==> config.mk <==
export PLATFORM = sky130hd
export DESIGN_NAME = hazard_stall_unit_flat
export DESIGN_NICKNAME = d
export VERILOG_FILES = /design/src/rtl/hazard_stall_unit_if.sv /design/src/rtl/hazard_stall_unit.sv /design/src/flat_wrapper.sv
export SDC_FILE = /design/constraint.sdc
export NUM_CORES = 1
export LEC_CHECK = 0
export CORE_ASPECT_RATIO = 0.9
export CORE_UTILIZATION = 30
export DETAILED_ROUTE_END_ITERATION = 12
export GPL_TIMING_DRIVEN = 0
export PLACE_DENSITY_LB_ADDON = 0.12
export SKIP_CTS_REPAIR_TIMING = 1
export SLEW_MARGIN = 20
export SYNTH_ARGS = -nofsm -noshare
export SYNTH_HDL_FRONTEND = slang
export SYNTH_SLANG_ARGS = --single-unit
==> constraint.sdc <==
create_clock -name clk -period 2.5 [get_ports clk]
set_input_delay 0.25 -clock clk [delete_from_list [all_inputs] [get_ports clk]]
set_output_delay 0.25 -clock clk [all_outputs]
set_load 0.05 [all_outputs]
==> src/rtl/hazard_stall_unit_if.sv <==
// ============================================================================
// hazard_stall_unit_if : operand/hazard/stall bundle between pipeline and
//                        hazard_stall_unit (perf outputs under HAZARD_PERF_CNT_EN)
// Revision : 1.0
// ============================================================================
`default_nettype none

interface hazard_stall_unit_if #(
  parameter int RF_LOGSIZE = 5
);
  logic [RF_LOGSIZE-1:0] rs1_id;
  logic [RF_LOGSIZE-1:0] rs2_id;
  logic                  use_rs1_id;
  logic                  use_rs2_id;
  logic                  mdu_op_id;
  logic                  memrd_ex;
  logic [RF_LOGSIZE-1:0] rd_ex;
  logic                  mdu_issue_ex;
  logic                  branch_taken_ex;
  logic                  pc_stall;
  logic                  id_stall;
  logic                  ex_bubble;
  logic                  id_flush;
  logic                  mdu_busy;
  logic                  mdu_wb_valid;
  logic [RF_LOGSIZE-1:0] mdu_wb_rd;
`ifdef HAZARD_PERF_CNT_EN
  logic [31:0]           stall_cycles;
  logic [31:0]           flush_cycles;
`endif

  modport master (
    output rs1_id, rs2_id, use_rs1_id, use_rs2_id, mdu_op_id,
    output memrd_ex, rd_ex, mdu_issue_ex, branch_taken_ex,
`ifdef HAZARD_PERF_CNT_EN
    input  stall_cycles, flush_cycles,
`endif
    input  pc_stall, id_stall, ex_bubble, id_flush,
    input  mdu_busy, mdu_wb_valid, mdu_wb_rd
  );

  modport slave (
    input  rs1_id, rs2_id, use_rs1_id, use_rs2_id, mdu_op_id,
    input  memrd_ex, rd_ex, mdu_issue_ex, branch_taken_ex,
`ifdef HAZARD_PERF_CNT_EN
    output stall_cycles, flush_cycles,
`endif
    output pc_stall, id_stall, ex_bubble, id_flush,
    output mdu_busy, mdu_wb_valid, mdu_wb_rd
  );
endinterface

`default_nettype wire

==> src/rtl/hazard_stall_unit.sv <==
// ============================================================================
// hazard_stall_unit : load-use / MDU RAW / MDU structural interlock, branch
//                     flush and single-MDU occupancy FSM.
//                     Optional perf counters: define HAZARD_PERF_CNT_EN.
// Revision : 1.0
// ============================================================================
`default_nettype none

module hazard_stall_unit #(
  parameter int MDU_LAT    = 4,
  parameter int RF_LOGSIZE = 5
) (
  input  wire logic          clk,
  input  wire logic          rst_n,
  hazard_stall_unit_if.slave bus
);

  localparam logic [3:0] CNT_LOAD = 4'(MDU_LAT - 1);

  typedef enum logic [0:0] {
    ST_RUN  = 1'b0,
    ST_BUSY = 1'b1
  } state_t;

  state_t                state, state_nxt;
  logic [3:0]            cnt, cnt_nxt;
  logic [RF_LOGSIZE-1:0] pend_rd, pend_rd_nxt;
  logic                  wb_valid;

  logic busy;
  logic load_use;
  logic mdu_raw;
  logic mdu_struct;
  logic stall;
  logic flush;

  always_ff @(posedge clk) begin
    if (!rst_n) begin
      state   <= ST_RUN;
      cnt     <= '0;
      pend_rd <= '0;
    end else begin
      state   <= state_nxt;
      cnt     <= cnt_nxt;
      pend_rd <= pend_rd_nxt;
    end
  end

  // Issues seen while BUSY are ignored; the pipeline should have stalled them.
  always_comb begin
    state_nxt   = state;
    cnt_nxt     = cnt;
    pend_rd_nxt = pend_rd;
    wb_valid    = 1'b0;
    case (state)
      ST_RUN: begin
        if (bus.mdu_issue_ex) begin
          state_nxt   = ST_BUSY;
          cnt_nxt     = CNT_LOAD;
          pend_rd_nxt = bus.rd_ex;
        end
      end
      ST_BUSY: begin
        if (cnt == 4'd0) begin
          wb_valid  = 1'b1;
          state_nxt = ST_RUN;
        end else begin
          cnt_nxt = cnt - 4'd1;
        end
      end
      default: state_nxt = ST_RUN;
    endcase
  end

  assign busy = (state == ST_BUSY);

  assign load_use = bus.memrd_ex && (bus.rd_ex != '0) &&
                    ((bus.use_rs1_id && (bus.rs1_id == bus.rd_ex)) ||
                     (bus.use_rs2_id && (bus.rs2_id == bus.rd_ex)));

  assign mdu_raw = busy && (pend_rd != '0) &&
                   ((bus.use_rs1_id && (bus.rs1_id == pend_rd)) ||
                    (bus.use_rs2_id && (bus.rs2_id == pend_rd)));

  assign mdu_struct = bus.mdu_op_id && (busy || bus.mdu_issue_ex);

  assign stall = load_use || mdu_raw || mdu_struct;
  assign flush = bus.branch_taken_ex;

  // A taken branch kills the ID instruction, so its hazard no longer matters.
  assign bus.pc_stall     = stall && !flush;
  assign bus.id_stall     = stall && !flush;
  assign bus.ex_bubble    = stall || flush;
  assign bus.id_flush     = flush;
  assign bus.mdu_busy     = busy;
  assign bus.mdu_wb_valid = wb_valid;
  assign bus.mdu_wb_rd    = wb_valid ? pend_rd : '0;

`ifdef HAZARD_PERF_CNT_EN
  logic [31:0] stall_cnt;
  logic [31:0] flush_cnt;

  always_ff @(posedge clk) begin
    if (!rst_n) begin
      stall_cnt <= '0;
      flush_cnt <= '0;
    end else begin
      if (bus.pc_stall) stall_cnt <= stall_cnt + 32'd1;
      if (bus.id_flush) flush_cnt <= flush_cnt + 32'd1;
    end
  end

  assign bus.stall_cycles = stall_cnt;
  assign bus.flush_cycles = flush_cnt;
`endif

endmodule

`default_nettype wire

==> src/flat_wrapper.sv <==
// flat-port wrapper written by rule: the top's interface ports become plain ports
module hazard_stall_unit_flat 
#(
  parameter int MDU_LAT    = 4,
  parameter int RF_LOGSIZE = 5
)
  (clk, rst_n, bus_rs1_id, bus_rs2_id, bus_use_rs1_id, bus_use_rs2_id, bus_mdu_op_id, bus_memrd_ex, bus_rd_ex, bus_mdu_issue_ex, bus_branch_taken_ex, bus_pc_stall, bus_id_stall, bus_ex_bubble, bus_id_flush, bus_mdu_busy, bus_mdu_wb_valid, bus_mdu_wb_rd);
  hazard_stall_unit_if #(.RF_LOGSIZE(RF_LOGSIZE)) bus_i ();
  input  wire logic clk;
  input  wire logic rst_n;
  input wire logic [$bits(bus_i.rs1_id)-1:0] bus_rs1_id;
  input wire logic [$bits(bus_i.rs2_id)-1:0] bus_rs2_id;
  input wire logic [$bits(bus_i.use_rs1_id)-1:0] bus_use_rs1_id;
  input wire logic [$bits(bus_i.use_rs2_id)-1:0] bus_use_rs2_id;
  input wire logic [$bits(bus_i.mdu_op_id)-1:0] bus_mdu_op_id;
  input wire logic [$bits(bus_i.memrd_ex)-1:0] bus_memrd_ex;
  input wire logic [$bits(bus_i.rd_ex)-1:0] bus_rd_ex;
  input wire logic [$bits(bus_i.mdu_issue_ex)-1:0] bus_mdu_issue_ex;
  input wire logic [$bits(bus_i.branch_taken_ex)-1:0] bus_branch_taken_ex;
  output wire logic [$bits(bus_i.pc_stall)-1:0] bus_pc_stall;
  output wire logic [$bits(bus_i.id_stall)-1:0] bus_id_stall;
  output wire logic [$bits(bus_i.ex_bubble)-1:0] bus_ex_bubble;
  output wire logic [$bits(bus_i.id_flush)-1:0] bus_id_flush;
  output wire logic [$bits(bus_i.mdu_busy)-1:0] bus_mdu_busy;
  output wire logic [$bits(bus_i.mdu_wb_valid)-1:0] bus_mdu_wb_valid;
  output wire logic [$bits(bus_i.mdu_wb_rd)-1:0] bus_mdu_wb_rd;
  assign bus_i.rs1_id = bus_rs1_id;
  assign bus_i.rs2_id = bus_rs2_id;
  assign bus_i.use_rs1_id = bus_use_rs1_id;
  assign bus_i.use_rs2_id = bus_use_rs2_id;
  assign bus_i.mdu_op_id = bus_mdu_op_id;
  assign bus_i.memrd_ex = bus_memrd_ex;
  assign bus_i.rd_ex = bus_rd_ex;
  assign bus_i.mdu_issue_ex = bus_mdu_issue_ex;
  assign bus_i.branch_taken_ex = bus_branch_taken_ex;
  assign bus_pc_stall = bus_i.pc_stall;
  assign bus_id_stall = bus_i.id_stall;
  assign bus_ex_bubble = bus_i.ex_bubble;
  assign bus_id_flush = bus_i.id_flush;
  assign bus_mdu_busy = bus_i.mdu_busy;
  assign bus_mdu_wb_valid = bus_i.mdu_wb_valid;
  assign bus_mdu_wb_rd = bus_i.mdu_wb_rd;
  hazard_stall_unit #(.MDU_LAT(MDU_LAT), .RF_LOGSIZE(RF_LOGSIZE)) u_core (.clk(clk), .rst_n(rst_n), .bus(bus_i));
endmodule
; After elaboration in Yosys (flattened, before gate mapping)
; Cells that the tools add are included.
; Widths: inputs -> output; s select.
[classes]
n_addsub = 1
eq_ne = 6
mux = 9
bitwise = 1
n_reduce_logical = 22
[ops]
columns = op, n
row1 = $eq 5x5->1, 4
row2 = $logic_and 1x1->1, 10
row3 = $reduce_bool 5->1, 2
row4 = $mux 4, 2
row5 = $pmux 4 s2, 1
row6 = $logic_or 1x1->1, 6
row7 = $mux 5, 1
row8 = $logic_not 4->1, 1
row9 = $mux 1, 4
row10 = $ne 2x2->1 const B, 2
row11 = $reduce_and 2->1, 2
row12 = $sub 4x1->4 const B, 1
row13 = $pmux 1 s2, 1
row14 = $logic_not 1->1, 1
row15 = $not 1->1, 1
[word_totals]
regBits = 10
in_bits = 23
wordCells = 42

; Longest topological paths before layout
; Gate-level depths: netlist (run 1).
[logic_depth]
depth_word = 7
mapped_depth = 7
ltp_nobuf = 7

; Worst setup path after synthesis (run 1)
; No wires, ideal clock.
[synth_path]
path_type = register to output
start = reg u_core.state, in the netlist u_core.bus.mdu_busy
end = out bus_mdu_wb_rd[0]
arrival_ns = 2.181
required_ns = 2.250
path_slack_ns = 0.069
path_stages_with_launch = 3
path_buffers = 0
path_cell_list = dfxtp_1 nor3b_2 and2_1
[synth_via]
elab_chain_cells = 2
[synth_lines]
columns = element, line
row1 = from (decl), hazard_stall_unit.sv:25  ; state_t state, state_nxt;
row2 = from (signal assigned), hazard_stall_unit.sv:43  ; state <= state_nxt;
row3 = $mux 1, hazard_stall_unit.sv:55  ; case (state)
row4 = named net bus_mdu_wb_valid, flat_wrapper.sv:25  ; output wire logic [$bits(bus_i.mdu_wb_valid)-1:0] bus_mdu_wb_valid;
row5 = $mux 5, hazard_stall_unit.sv:97  ; assign bus.mdu_wb_rd = wb_valid ? pend_rd : '0;
row6 = to (decl), flat_wrapper.sv:26  ; output wire logic [$bits(bus_i.mdu_wb_rd)-1:0] bus_mdu_wb_rd;
; The timed path passes the listed nets, and every way through them passes these cells.

; Worst setup path after layout (run 1)
[layout_path]
start = in bus_rd_ex[3]
end = out bus_pc_stall
[layout_via]
elab_chain_cells = 7
[layout_lines]
columns = element, line
row1 = from (decl), flat_wrapper.sv:17  ; input wire logic [$bits(bus_i.rd_ex)-1:0] bus_rd_ex;
row2 = "$eq 5x5->1, on equally long branches", "hazard_stall_unit.sv:78, hazard_stall_unit.sv:79"
row3 = "$logic_and 1x1->1, on equally long branches", "hazard_stall_unit.sv:78, hazard_stall_unit.sv:79"
row4 = $logic_or 1x1->1, hazard_stall_unit.sv:78  ; ((bus.use_rs1_id && (bus.rs1_id == bus.rd_ex)) ||
row5 = $logic_and 1x1->1 *, hazard_stall_unit.sv:77  ; assign load_use = bus.memrd_ex && (bus.rd_ex != '0) &&
row6 = $logic_or 1x1->1 * (2 in a row), hazard_stall_unit.sv:87  ; assign stall = load_use || mdu_raw || mdu_struct;
row7 = $logic_and 1x1->1 *, hazard_stall_unit.sv:91  ; assign bus.pc_stall = stall && !flush;
row8 = to (decl), flat_wrapper.sv:20  ; output wire logic [$bits(bus_i.pc_stall)-1:0] bus_pc_stall;
; Mark *: on every way between the ends. The rest lies on a longest branch, timed or not.

==> results of run 1 <==
==> state kept, by name (all words and copies together), names as in the netlist <==
name	cells
u_core.cnt	4
u_core.pend_rd	5
u_core.bus.mdu_busy	1
==> layout make-up <==
| cell class | instances | share of cell area |
|---|---|---|
| Inverter | 4 | 0.0127 |
| Sequential cell | 10 | 0.169 |
| Timing Repair Buffer | 33 | 0.281 |
| Buffer | 3 | 0.0159 |
| Tap cell | 28 | 0.0296 |
| Multi-Input combinational cell | 70 | 0.472 |
| Clock buffer | 3 | 0.0190 |
==> power groups by stage <==
stage | registers (W) | clock network (W) | logic [W]
5_1_grt | 0.000197 | 0.000122 | 0.000222
3_5_place_dp | 0.000197 | 0 | 0.000201
3_3_place_gp | 0.000197 | 0 | 0.000200
6_report | 0.000194 | 0.000106 | 0.000203
2_1_floorplan | 0.000197 | 0 | 0.000118
4_1_cts | 0.000193 | 0.000113 | 0.000203
==> layer usage <==
layer	vias to the layer above	share of wire	track usage
li1	379	-	-
met1	330	0.48	0.214
met4	0	0.0049	0.0625
met2	25	0.46	0.235
met5	-	0	0
met3	2	0.058	0.0232
==> stage by stage <==
step / setup TNS (ns) / utilization / std cells / hold WS, ns
final: 0 / 0.483 / 151 / 0.525
after global routing: 0 / 0.483 / 151 / 0.566
after CTS: -2.35 / 0.477 / 151 / 0.526
after detailed placement: -1.39 / 0.468 / 148 / 0.515
after global placement: -1.39 / 0.468 / 148 / 0.508
after floorplan: 0 / - / 87 / 0.372
==> logic make-up after synthesis <==
| kind of cell | after synthesis | synth area share |
|---|---|---|
| compound gates | 14 | 0.135 |
| xor+xnor | 20 | 0.225 |
| fa+ha+maj | 1 | 0.0160 |
| buf+inv | 7 | 0.0433 |
| flops | 10 | 0.257 |
| mux | 5 | 0.0642 |
| simple gates | 30 | 0.260 |
==> cell usage in the layout, fill, tap and decap left out <==
| cell | count |
|---|---|
| xor2_1 | 16 |
| nor3_1 | 1 |
| mux2i_1 | 5 |
| nor3b_4 | 1 |
| buf_4 | 3 |
| nor4_2 | 3 |
| nor4_1 | 1 |
| xnor2_1 | 4 |
| nor2_1 | 3 |
| o41ai_1 | 1 |
| o21ai_1 | 2 |
| nand2b_1 | 2 |
| inv_1 | 4 |
| dfxtp_1 | 10 |
| o31a_1 | 1 |
| o221a_1 | 1 |
| o221a_2 | 1 |
| o21ai_0 | 3 |
| o311a_1 | 1 |
| clkdlybuf4s50_1 | 24 |
| ha_1 | 1 |
| a21oi_1 | 1 |
| a32oi_1 | 2 |
| and2_1 | 8 |
| dlymetal6s2s_1 | 6 |
| nor2b_1 | 8 |
| nand4b_1 | 1 |
| clkbuf_4 | 3 |
| clkbuf_1 | 1 |
| clkbuf_2 | 2 |
| a21boi_0 | 1 |
| or4_1 | 2 |
==> worst paths after layout <==
kind,slack [ns],to,from
max reg2reg,0.95,u_core.cnt[3],u_core.cnt[0]
max,0.12,bus_pc_stall,bus_rd_ex[3]
min,0.52,u_core.cnt[2],u_core.cnt[2]
min reg2reg,0.52,u_core.cnt[2],u_core.cnt[2]
==> worst min-delay path: cells and delay by family (launching register included) <==
family             cells  cell delay (ns)
AOI/OAI and AO/OA      2             0.14
DFF                    1             0.34
==> results.py, run 1 <==
metrics = {
    "global_routing": {
        "antenna_found_initial": 0,
        "globalRouteOverflowTotal": 0,
        "grt_usage": 0.153,
        "grt_pass1_vias": 708,
        "grt_pass1_wl_mm": 3.27,
        "grt_max_degree": 11,
    },
    "detailed_routing": {
        "drtPass1Iterations": 4,
        "postRouteAntennaNets": 0,
        "drc": 0,
        "vias_per_cell": 4.87,
        "avgRoutedWirePerCell_um": 13.6,
        "drtIter0Drc": 8,
        "routed_wl_mm": 2.06,
        "vias": 736,
    },
    "placed_design": {
        "hpwl_mm": 1.54,
        "post-place-ws_ns": -0.543,
        "place_congestion": 0.695,
        "port_buffers": 33,
        "post_dp_cell_area_um2": 1140,
    },
    "clocking": {
        "cts-root-buf": "clkbuf_4",
        "htree_num_levels": 1,
        "numClockSinks": 10,
        "clock_latency_ns": 0.26,
        "cts_max_path_buffers": 2,
        "cts_tree": "yes",
        "clk_pin_slew_ns": 0.06,
        "cts_buffers": 3,
    },
    "worst_setup_path": {
        "crit_chain": "clkdlybuf4s50_1, xor2_1, nor4_2, a32oi_1, o221a_1, nor2_1, buf_4, buf_4",
        "cpMaxStageDelayCell": "clkdlybuf4s50_1",
        "cp.arrival_ns": 2.13,
        "critPathBufInv": 3,
        "worst-path-stages": 8,
        "critPathLaunchType": "input port",
        "crit_fanout": 4,
        "worst_setup_path_end_kind": "output pin",
        "r2r_cells": 6,
        "max_stage_delay_ns": 0.51,
        "critical_path_class": "input port to output pin",
        "path_delay_family": "buffers and inverters",
        "critical_path_required_ns": 2.25,
        "crit_top_cell": "buf_4",
    },
    "synthesis": {
        "yosys-top-cells-count": "xor2_1 (16), dfxtp_1 (10), and2_1 (8), nor2b_1 (8), mux2i_1 (5)",
        "syn_area_um2": 779,
        "synth_seq_cells": 10,
        "synth_edf_count": 0,
        "yosys_warnings": 0,
        "synth_fp_nets": 111,
        "netlist_top_cells_area": "dfxtp_1 (26%), xor2_1 (18%), and2_1 (6.4%)",
        "yosysSeqAreaShare": 0.257,
        "avgSynthCellArea_um2": 8.96,
        "synth_most_common_cell": "xor2_1",
        "yosys.area.top_type": "dfxtp_1",
        "yosysUniqueCellTypes": 28,
        "netlist.area_leader.share": 0.257,
        "async_flop_share": 0,
        "synthFlopType": "dfxtp_1",
        "synthCells": 87,
    },
    "pwr": {
        "max-vdd-ir-drop_uv": 246,
        "switchingPower_w": 0.000176,
        "p_seq_frac": 0.386,
        "combPwrFrac": 0.403,
        "powerDensity_nw_per_um2": 425,
        "power.internal_w": 0.000327,
        "p_leak_nw": 0.560,
        "p_sw_frac": 0.349,
        "power_w": 0.000503,
        "clockPowerShare": 0.211,
    },
    "floorplanning": {
        "io_pins": 34,
        "die_area_um2": 2810,
        "rows": 17,
        "die_x_um": 55.7,
        "initial_core_util": 0.319,
        "coreArea_um2": 2450,
        "die_y_um": 50.4,
    },
    "sta": {
        "max_freq_mhz": 420,
        "relSlewSlack": 0.660,
        "period_share": 0.952,
        "hold_violations": 0,
        "layout_setup_ws_ns": 0.120,
        "setup_viol": 0,
        "slew_viol_final": 0,
        "tightest_slew_ns": 0.509,
        "fin_skew_ns": 0.00133,
        "min_period_ns": 2.38,
        "rsz0062_at_grt": "false",
    },
    "flow_run": {
        "cap_violations": 0,
    },
    "run_status": {
        "status": "completed",
    },
    "final_layout": {
        "finalNetCount": 149,
        "register_area_um2": 200,
        "multi_input_area_um2": 558,
        "syn2layout_area_growth_pct": 51.7,
        "design_area_um2": 1180,
        "drive_gt1_frac": 0.106,
        "num_antenna_cells": 0,
        "num-fill-cells": 237,
    },
    "min_path": {
        "hold_path_depth": 2,
        "hold_class": "flip-flop to flip-flop",
    },
}
(Power assumes the default switching activity.)
==> run 2, diff against run 1 <==
Settings changed: CORE_UTILIZATION 30 to 44.
==> run 2 against run 1 <==
Compared with the run above: via count is 3.0% higher; die area shrank 31%; design area fell by 0.32%; sequential power barely moved; setup slack worse by 0.0051 ns; clock skew up 0.0024 ns; sequential cell count stayed put; critical endpoint unchanged; largest cell class unchanged.
==> results.py, run 2 (synthesized netlist as in run 1, its figures left out) <==
metrics = {
    "sta": {
        "tightest_slew_ns": 0.508,
        "layout_setup_ws_ns": 0.115,
        "hold_violations": 0,
        "period_share": 0.954,
        "relSlewSlack": 0.661,
        "min_period_ns": 2.38,
        "rsz0062_at_grt": "false",
        "fin_skew_ns": 0.00373,
        "max_freq_mhz": 419,
        "setup_viol": 0,
        "slew_viol_final": 0,
    },
    "final_layout": {
        "syn2layout_area_growth_pct": 51.2,
        "largest_reg_flops": 5,
        "top_register": "u_core.pend_rd",
        "layout_common_cells": "clkdlybuf4s50_1 (24), xor2_1 (16), dfxtp_1 (10)",
        "design_area_um2": 1180,
        "finalNetCount": 149,
        "num_antenna_cells": 0,
        "drive_gt1_frac": 0.105,
        "layout_commonest_cell": "clkdlybuf4s50_1",
    },
    "flow_run": {
        "cap_violations": 0,
    },
    "min_path": {
        "hold_class": "flip-flop to flip-flop",
        "min_from": "u_core.cnt[2]",
    },
    "clocking": {
        "clk_pin_slew_ns": 0.07,
        "clock_latency_ns": 0.27,
        "cts_tree": "yes",
        "cts-root-buf": "clkbuf_4",
        "numClockSinks": 10,
        "cts_buffers": 3,
        "cts_max_path_buffers": 2,
        "htree_num_levels": 1,
    },
    "detailed_routing": {
        "drtPass1Iterations": 4,
        "drtIter0Drc": 6,
        "vias": 758,
        "vias_per_cell": 5.12,
        "postRouteAntennaNets": 0,
        "routed_wl_mm": 2.01,
        "drc": 0,
        "avgRoutedWirePerCell_um": 13.6,
    },
    "worst_setup_path": {
        "crit_top_cell": "buf_4",
        "critPathLaunchType": "input port",
        "max_stage_delay_ns": 0.50,
        "critical_path_class": "input port to output pin",
        "cp.arrival_ns": 2.13,
        "r2r-start": "u_core.cnt[0]",
        "cpMaxStageDelayCell": "clkdlybuf4s50_1",
        "critical_path_required_ns": 2.25,
        "critical_path.startpoint": "bus_rd_ex[3]",
        "worst_setup_path_end_kind": "output pin",
        "crit_chain": "clkdlybuf4s50_1, xor2_1, nor4_2, a32oi_1, o221a_1, nor2_1, buf_4, buf_4",
        "crit_fanout": 4,
    },
    "global_routing": {
        "grt_usage": 0.225,
        "globalRouteOverflowTotal": 0,
        "grt_max_degree": 11,
        "grt_pass1_vias": 718,
        "antenna_found_initial": 0,
        "grt_pass1_wl_mm": 3.17,
    },
    "floorplanning": {
        "die_y_um": 41.9,
        "die_area_um2": 1940,
        "rows": 14,
        "initial_core_util": 0.468,
        "coreArea_um2": 1660,
        "io_pins": 34,
        "die_x_um": 46.4,
    },
    "pwr": {
        "powerDensity_nw_per_um2": 458,
        "max-vdd-ir-drop_uv": 490,
        "p_leak_nw": 0.566,
    },
    "placed_design": {
        "post_dp_cell_area_um2": 1140,
        "hpwl_mm": 1.57,
        "port_buffers": 33,
        "post-place-ws_ns": -0.507,
        "place_congestion": 0.785,
    },
    "run_status": {
        "status": "completed",
    },
}
run 2: layer usage:
| layer | track usage | routed length, µm |
|---|---|---|
| met1 | 0.318 | 936 |
| met4 | 0.0353 | 0 |
| met5 | 0 | 0 |
| met3 | 0.0826 | 129 |
| met2 | 0.328 | 944 |
run 2: worst max-delay path: cells and delay by family:
kind            cells  cell delay (ns)
compound gates      2             0.42
xor+xnor            1             0.21
buf+inv             3             0.81
simple gates        2             0.44
run 2: per-stage QoR:
stage,hold slack [ns],TNS [ns],power [W],util,std cells
3_3_place_gp,0.506,-1.24,0.000394,0.685,144
4_1_cts,0.540,-2.06,0.000548,0.707,148
6_report,0.546,0,0.000540,0.708,148
5_1_grt,0.595,0,0.000572,0.708,148
3_5_place_dp,0.528,-1.24,0.000400,0.685,144
2_1_floorplan,0.372,0,0.000315,-,87
run 2: path summary, 6_finish.rpt:
kind,endpoint,slack [ns],cells after the start
max,bus_pc_stall,0.12,8
min,u_core.cnt[2],0.55,2
max reg2reg,u_core.cnt[1],0.90,6
min reg2reg,u_core.cnt[2],0.55,2
run 2: layout make-up:
class	instances	area (µm²)
tap	24	30.0
timing repair buffer	33	333
sequential	10	200
clock buffer	4	36.3
buffer	3	18.8
fill	135	485
inverter	4	15.0
multi-input combinational	70	546
run 2: report_power, final:
part,switching [W],internal [W]
sequential,0.0000214,0.000173
combinational,0.000103,0.0000966
clock,0.0000576,0.0000885
